--- src/rtl/button_event_gen_if.sv ---
// Button front-end bus: sample tick, edge-mode select, raw buttons in; debounced level and event pulses out.
interface button_event_gen_if #(
    parameter int unsigned N_BTN = 4
);
    logic             en;
    logic [1:0]       edge_mode;
    logic [N_BTN-1:0] bt;
    logic [N_BTN-1:0] bt_level;
    logic [N_BTN-1:0] bt_flag;
    logic [N_BTN-1:0] long_flag;
    logic [N_BTN-1:0] repeat_flag;

    modport master (
        output en, edge_mode, bt,
        input  bt_level, bt_flag, long_flag, repeat_flag
    );

    modport slave (
        input  en, edge_mode, bt,
        output bt_level, bt_flag, long_flag, repeat_flag
    );
endinterface

--- src/rtl/button_event_gen.sv ---
// Multi-channel button front end: 2-flop sync, en-gated debounce, edge flags,
// and a per-channel hold FSM producing long-press and auto-repeat pulses.
module button_event_gen #(
    parameter int unsigned N_BTN      = 4,
    parameter int unsigned DEB_LEN    = 8,
    parameter int unsigned LONG_CNT   = 200,
    parameter int unsigned REPEAT_CNT = 50,
    parameter int unsigned REPEAT_EN  = 1
) (
    input  logic                clk_d,
    input  logic                rst,
    button_event_gen_if.slave   btn_bus
);

    localparam int unsigned DEB_W    = $clog2(DEB_LEN + 1);
    localparam int unsigned HOLD_MAX = (LONG_CNT > REPEAT_CNT) ? LONG_CNT : REPEAT_CNT;
    localparam int unsigned HOLD_W   = $clog2(HOLD_MAX + 1);

    localparam logic [DEB_W-1:0]  DEB_LAST  = DEB_W'(DEB_LEN - 1);
    localparam logic [HOLD_W-1:0] LONG_LAST = HOLD_W'(LONG_CNT - 1);
    localparam logic [HOLD_W-1:0] REP_LAST  = HOLD_W'(REPEAT_CNT - 1);

    typedef enum logic [1:0] {
        HOLD_IDLE,
        HOLD_PRESS,
        HOLD_LONG
    } hold_state_t;

    logic [N_BTN-1:0]  r_sync1;
    logic [N_BTN-1:0]  r_sync2;
    logic [N_BTN-1:0]  r_level;
    logic [N_BTN-1:0]  r_level_d;
    logic [N_BTN-1:0]  r_flag;
    logic [N_BTN-1:0]  r_long;
    logic [N_BTN-1:0]  r_rep;
    logic [DEB_W-1:0]  r_deb_cnt  [N_BTN];
    logic [HOLD_W-1:0] r_hold_cnt [N_BTN];
    hold_state_t       r_state    [N_BTN];

    logic [N_BTN-1:0]  w_level_nxt;
    logic [DEB_W-1:0]  w_deb_cnt_nxt  [N_BTN];
    logic [N_BTN-1:0]  w_rise;
    logic [N_BTN-1:0]  w_fall;
    logic [N_BTN-1:0]  w_flag_nxt;
    logic [N_BTN-1:0]  w_long_nxt;
    logic [N_BTN-1:0]  w_rep_nxt;
    logic [HOLD_W-1:0] w_hold_cnt_nxt [N_BTN];
    hold_state_t       w_state_nxt    [N_BTN];

    // Two-flop synchroniser, clocked every cycle regardless of en.
    always_ff @(posedge clk_d or posedge rst) begin
        if (rst) begin
            r_sync1 <= '0;
            r_sync2 <= '0;
        end else begin
            r_sync1 <= btn_bus.bt;
            r_sync2 <= r_sync1;
        end
    end

    // Debounce: accept a new level after DEB_LEN consecutive differing en-samples.
    always_comb begin
        w_level_nxt   = r_level;
        w_deb_cnt_nxt = r_deb_cnt;
        if (btn_bus.en) begin
            for (int unsigned i = 0; i < N_BTN; i++) begin
                if (r_sync2[i] == r_level[i]) begin
                    w_deb_cnt_nxt[i] = '0;
                end else if (r_deb_cnt[i] == DEB_LAST) begin
                    w_level_nxt[i]   = r_sync2[i];
                    w_deb_cnt_nxt[i] = '0;
                end else begin
                    w_deb_cnt_nxt[i] = r_deb_cnt[i] + 1'b1;
                end
            end
        end
    end

    // Debounced level and counter registers.
    always_ff @(posedge clk_d or posedge rst) begin
        if (rst) begin
            r_level   <= '0;
            r_deb_cnt <= '{default: '0};
        end else begin
            r_level   <= w_level_nxt;
            r_deb_cnt <= w_deb_cnt_nxt;
        end
    end

    // Edge select: edge_mode is sampled in the cycle the level differs from its delayed copy.
    always_comb begin
        w_rise = r_level & ~r_level_d;
        w_fall = ~r_level & r_level_d;
        case (btn_bus.edge_mode)
            2'b00:   w_flag_nxt = w_rise;
            2'b01:   w_flag_nxt = w_fall;
            2'b10:   w_flag_nxt = w_rise | w_fall;
            default: w_flag_nxt = '0;
        endcase
    end

    // Registered edge flag and delayed level.
    always_ff @(posedge clk_d or posedge rst) begin
        if (rst) begin
            r_level_d <= '0;
            r_flag    <= '0;
        end else begin
            r_level_d <= r_level;
            r_flag    <= w_flag_nxt;
        end
    end

    // Hold FSM state register, hold counter and registered long/repeat pulses.
    always_ff @(posedge clk_d or posedge rst) begin
        if (rst) begin
            r_state    <= '{default: HOLD_IDLE};
            r_hold_cnt <= '{default: '0};
            r_long     <= '0;
            r_rep      <= '0;
        end else begin
            r_state    <= w_state_nxt;
            r_hold_cnt <= w_hold_cnt_nxt;
            r_long     <= w_long_nxt;
            r_rep      <= w_rep_nxt;
        end
    end

    // Hold FSM next state; decisions use the level being registered this edge,
    // so a release landing on the count-reach tick suppresses the pulse.
    always_comb begin
        w_state_nxt    = r_state;
        w_hold_cnt_nxt = r_hold_cnt;
        w_long_nxt     = '0;
        w_rep_nxt      = '0;
        for (int unsigned i = 0; i < N_BTN; i++) begin
            case (r_state[i])
                HOLD_IDLE: begin
                    if (w_level_nxt[i]) begin
                        w_state_nxt[i]    = HOLD_PRESS;
                        w_hold_cnt_nxt[i] = '0;
                    end
                end
                HOLD_PRESS: begin
                    if (!w_level_nxt[i]) begin
                        w_state_nxt[i]    = HOLD_IDLE;
                        w_hold_cnt_nxt[i] = '0;
                    end else if (btn_bus.en) begin
                        if (r_hold_cnt[i] == LONG_LAST) begin
                            w_long_nxt[i]     = 1'b1;
                            w_state_nxt[i]    = HOLD_LONG;
                            w_hold_cnt_nxt[i] = '0;
                        end else begin
                            w_hold_cnt_nxt[i] = r_hold_cnt[i] + 1'b1;
                        end
                    end
                end
                HOLD_LONG: begin
                    if (!w_level_nxt[i]) begin
                        w_state_nxt[i]    = HOLD_IDLE;
                        w_hold_cnt_nxt[i] = '0;
                    end else if (btn_bus.en) begin
                        if (r_hold_cnt[i] == REP_LAST) begin
                            w_rep_nxt[i]      = (REPEAT_EN != 0);
                            w_hold_cnt_nxt[i] = '0;
                        end else begin
                            w_hold_cnt_nxt[i] = r_hold_cnt[i] + 1'b1;
                        end
                    end
                end
                default: begin
                    w_state_nxt[i]    = HOLD_IDLE;
                    w_hold_cnt_nxt[i] = '0;
                end
            endcase
        end
    end

    assign btn_bus.bt_level    = r_level;
    assign btn_bus.bt_flag     = r_flag;
    assign btn_bus.long_flag   = r_long;
    assign btn_bus.repeat_flag = r_rep;

endmodule

--- src/flat_wrapper.sv ---
// flat-port wrapper written by rule: the top's interface ports become plain ports
module button_event_gen_flat 
#(
    parameter int unsigned N_BTN      = 4,
    parameter int unsigned DEB_LEN    = 8,
    parameter int unsigned LONG_CNT   = 200,
    parameter int unsigned REPEAT_CNT = 50,
    parameter int unsigned REPEAT_EN  = 1
)
  (clk_d, rst, btn_bus_en, btn_bus_edge_mode, btn_bus_bt, btn_bus_bt_level, btn_bus_bt_flag, btn_bus_long_flag, btn_bus_repeat_flag);
  button_event_gen_if #(.N_BTN(N_BTN)) btn_bus_i ();
  input  logic clk_d;
  input  logic rst;
  input wire logic [$bits(btn_bus_i.en)-1:0] btn_bus_en;
  input wire logic [$bits(btn_bus_i.edge_mode)-1:0] btn_bus_edge_mode;
  input wire logic [$bits(btn_bus_i.bt)-1:0] btn_bus_bt;
  output wire logic [$bits(btn_bus_i.bt_level)-1:0] btn_bus_bt_level;
  output wire logic [$bits(btn_bus_i.bt_flag)-1:0] btn_bus_bt_flag;
  output wire logic [$bits(btn_bus_i.long_flag)-1:0] btn_bus_long_flag;
  output wire logic [$bits(btn_bus_i.repeat_flag)-1:0] btn_bus_repeat_flag;
  assign btn_bus_i.en = btn_bus_en;
  assign btn_bus_i.edge_mode = btn_bus_edge_mode;
  assign btn_bus_i.bt = btn_bus_bt;
  assign btn_bus_bt_level = btn_bus_i.bt_level;
  assign btn_bus_bt_flag = btn_bus_i.bt_flag;
  assign btn_bus_long_flag = btn_bus_i.long_flag;
  assign btn_bus_repeat_flag = btn_bus_i.repeat_flag;
  button_event_gen #(.N_BTN(N_BTN), .DEB_LEN(DEB_LEN), .LONG_CNT(LONG_CNT), .REPEAT_CNT(REPEAT_CNT), .REPEAT_EN(REPEAT_EN)) u_core (.clk_d(clk_d), .rst(rst), .btn_bus(btn_bus_i));
endmodule
--- config.mk ---
export PLATFORM = sky130hd
export DESIGN_NAME = button_event_gen_flat
export DESIGN_NICKNAME = d
export VERILOG_FILES = /design/src/rtl/button_event_gen_if.sv /design/src/rtl/button_event_gen.sv /design/src/flat_wrapper.sv
export SDC_FILE = /design/constraint.sdc
export NUM_CORES = 1
export LEC_CHECK = 0
export BUFFER_PORTS_ARGS = -buffer_cell sky130_fd_sc_hd__buf_2
export CORE_UTILIZATION = 60
export DETAILED_ROUTE_END_ITERATION = 12
export PLACE_DENSITY = 0.8
export SKIP_CTS_REPAIR_TIMING = 1
export SYNTH_ARGS = -nofsm -noshare
export SYNTH_HDL_FRONTEND = slang
export SYNTH_SLANG_ARGS = --single-unit
--- constraint.sdc ---
create_clock -name clk_d -period 5.25 [get_ports clk_d]
set_input_delay 1.3125 -clock clk_d [delete_from_list [all_inputs] [get_ports clk_d]]
set_output_delay 1.3125 -clock clk_d [all_outputs]
set_load 0.01 [all_outputs]
==> impl_metrics.tcl <==
set metrics [dict create \
    status "complete, no violations" \
    crit_type "input pin to flip-flop" \
    syn_avg_cell_area_um2 9.846 \
    die_width_um 90.84 \
    cp-end-kind "flip-flop" \
    pin_count 25 \
    wl_per_cell_um 14.48 \
    rsz0062_at_grt "no" \
    synth_most_common_cell "dfrtp_1" \
    cts_tree "yes" \
    path_max_fanout 27 \
    grt_pass1_wl_um 14970 \
    netlist_area_mm2 0.004736 \
    htree_levels 3 \
    synth_top_area_share_pct 44.39 \
    synth_common_cells "dfrtp_1, nand2_1, o21ai_0, ha_1, inv_1" \
    slowest_delay_ns 0.56 \
    fin_nets 541 \
    gr-max-usage-layer "met2" \
    syn2layout_area_growth_pct 7.556 \
    slew_headroom_pct 41.49 \
    avgViaCountPerCell 5.954 \
    drive_above_1_share_pct 12.28 \
    vias 3614 \
    fin_area_mm2 0.005094 \
    crit_path_top_delay_cell "clkinv_1" \
    ys_warn_count 0 \
    multi_input_area_mm2 0.002429 \
    powerDensity_mw_per_mm2 327.7 \
    required_ns 5.52 \
    synth-edff-count 0 \
    clk_latency_ns 0.36 \
    pre_cts_ws_ns 1.692 \
    synth_top_flop_cell "dfrtp_1" \
    ys_seq_elements 84 \
    use_met3_pct 4.293 \
    place.gp.congestion 0.8274 \
    maxCapViolations 0 \
    worst_pin_slew_ns 0.8777 \
    portBuffers 24 \
    holdPathStages 0 \
    ys_top_cells_by_area "dfrtp_1, ha_1, nand2_1" \
    dp_hpwl_um 6124 \
    drt_iter0_drc 235 \
    use_met2_pct 36.55 \
    reg2reg_depth 6 \
    hp-class "flip-flop to flip-flop" \
    initial_core_util_pct 61.60 \
    skew_ns 0.01234 \
    setup_viol 0 \
    place_area_mm2 0.004907 \
    dieArea_mm2 0.008252 \
    overflow 0 \
    ant_nets 0 \
    clk_pin_slew_worst_paths_ns 0.09 \
    setup_ws_ns 2.049 \
    synthArstFlopShare_pct 100.0 \
    cp.arrival_ns 3.47 \
    min_period_ns 3.202 \
    diodes 0 \
    antenna_found_initial 0 \
    report.final.slew_viol_count 0 \
    p_leak_uw 0.002382 \
    final_core_util_pct 66.26 \
    syn_inst 481 \
    synth_area_leader_cell "dfrtp_1" \
    critical_path.cell_chain "buf_2 -> clkinv_1 -> a22o_1 -> or2_0 -> o31ai_2" \
    ir_drop_mv 0.1870 \
    first_pass_iters 5 \
    die_h_um 90.84 \
    tns_ns 0 \
    grt_max_degree 53 \
    synth.distinct_cells 58 \
    grtUsageTotal_pct 22.40 \
    numCtsBuffers 9 \
    grt_pass1_vias 3433 \
    fin_crit_sh_pct 60.98 \
    drt_wl_total_um 8789 \
    clock_sinks 84 \
    regArea_mm2 0.002102 \
    drc 0 \
    worstSetupStartpointType "input pin" \
    synth-seq-area-share_pct 44.39 \
    hold_viol_final 0 \
    fmax_mhz 312.4 \
    nFillCells 611 \
    syn_nets 522 \
    fp.coreArea_mm2 0.007687 \
    cts_root_buffer "clkbuf_8" \
    cts_buffer_depth 2 \
    placementRows 32 \
    grt_use_met1_pct 29.59 \
]
==> layout by cell type (no fill, tap or decap), drive strengths merged, types with 5 or more instances in the layout <==
| master | n |
|---|---|
| nor3 | 13 |
| mux2i | 8 |
| inv | 31 |
| nor4 | 8 |
| o2bb2ai | 6 |
| mux2 | 5 |
| a21o | 9 |
| and4b | 6 |
| clkbuf | 10 |
| buf | 25 |
| o31ai | 13 |
| ha | 32 |
| or2 | 5 |
| a22o | 11 |
| o21ai | 43 |
| dfrtp | 84 |
| a2bb2oi | 11 |
| and3 | 15 |
| nand4b | 7 |
| a21oi | 7 |
| nor2 | 24 |
| nor2b | 5 |
| nand2 | 54 |
| nand3 | 10 |
==> power by group <==
group / leakage [µW] / internal [µW] / switching [µW]
sequential: 0.00114 / 715 / 62.6
combinational: 0.00116 / 179 / 276
clock: 0.0000851 / 188 / 249
==> registers in the layout (all words and copies together) (netlist names) <==
signal,count
u_core.btn_bus.long_flag,4
u_core.r_sync1,4
u_core.btn_bus.bt_flag,4
u_core.r_sync2,4
u_core.btn_bus.repeat_flag,4
u_core.btn_bus.bt_level,4
u_core.r_deb_cnt,16
u_core.r_hold_cnt,32
u_core.r_level_d,4
u_core.r_state,8
==> kinds of logic after synthesis <==
group                      after synthesis  synth area share [%]
and+or+nand+nor                        174                 20.13
xor gates and xnor gates                 4                0.7397
muxes                                   13                 2.959
AOI/OAI and AO/OA                      125                 19.00
adders and majority gates               32                 8.454
buffers and inverters                   49                 4.333
DFF                                     84                 44.39
==> per-layer routing <==
layer | up-vias | part of all wire (%)
met5 | - | 0
met4 | 0 | 1.8
met3 | 15 | 3.2
met2 | 63 | 47
met1 | 1749 | 48
li1 | 1787 | -
==> final timing paths <==
| path | startpoint | to | slack, ns |
|---|---|---|---|
| min in group asynchronous | rst | u_core.r_hold_cnt[31]$_DFFE_PP0P_ | 1.09 |
| max | btn_bus_en | u_core.r_hold_cnt[20]$_DFFE_PP0P_ | 2.05 |
| min | u_core.r_sync1[0]$_DFF_PP0_ | u_core.r_sync2[0]$_DFF_PP0_ | 0.35 |
| max in group asynchronous | rst | u_core.btn_bus.bt_level[1]$_DFF_PP0_ | 3.25 |
| max reg2reg | u_core.r_deb_cnt[8]$_DFFE_PP0P_ | u_core.r_hold_cnt[20]$_DFFE_PP0P_ | 3.14 |
| min reg2reg | u_core.r_sync1[0]$_DFF_PP0_ | u_core.r_sync2[0]$_DFF_PP0_ | 0.35 |
==> layout make-up <==
cell class	count	area share, %
Sequential cell	84	41.27
Inverter	32	2.383
Multi-Input combinational cell	348	47.68
Timing Repair Buffer	25	2.506
Clock inverter	6	0.9580
Clock buffer	10	2.702
Tap cell	102	2.506
==> worst max-delay path, delay by kind of cell <==
kind / cells / cell delay (ns)
AOI/OAI and AO/OA: 2 / 0.79
and+or+nand+nor: 1 / 0.40
buffers and inverters: 2 / 0.95
==> through the flow <==
step	total power, µW	cells	hold WS (ns)
floorplan	1145	481	0.3312
global placement	1213	591	0.3315
detailed placement	1242	591	0.3358
CTS	1681	607	0.3506
global route	1779	607	0.3608
finish	1669	607	0.3499
(Power assumes the default switching activity.)
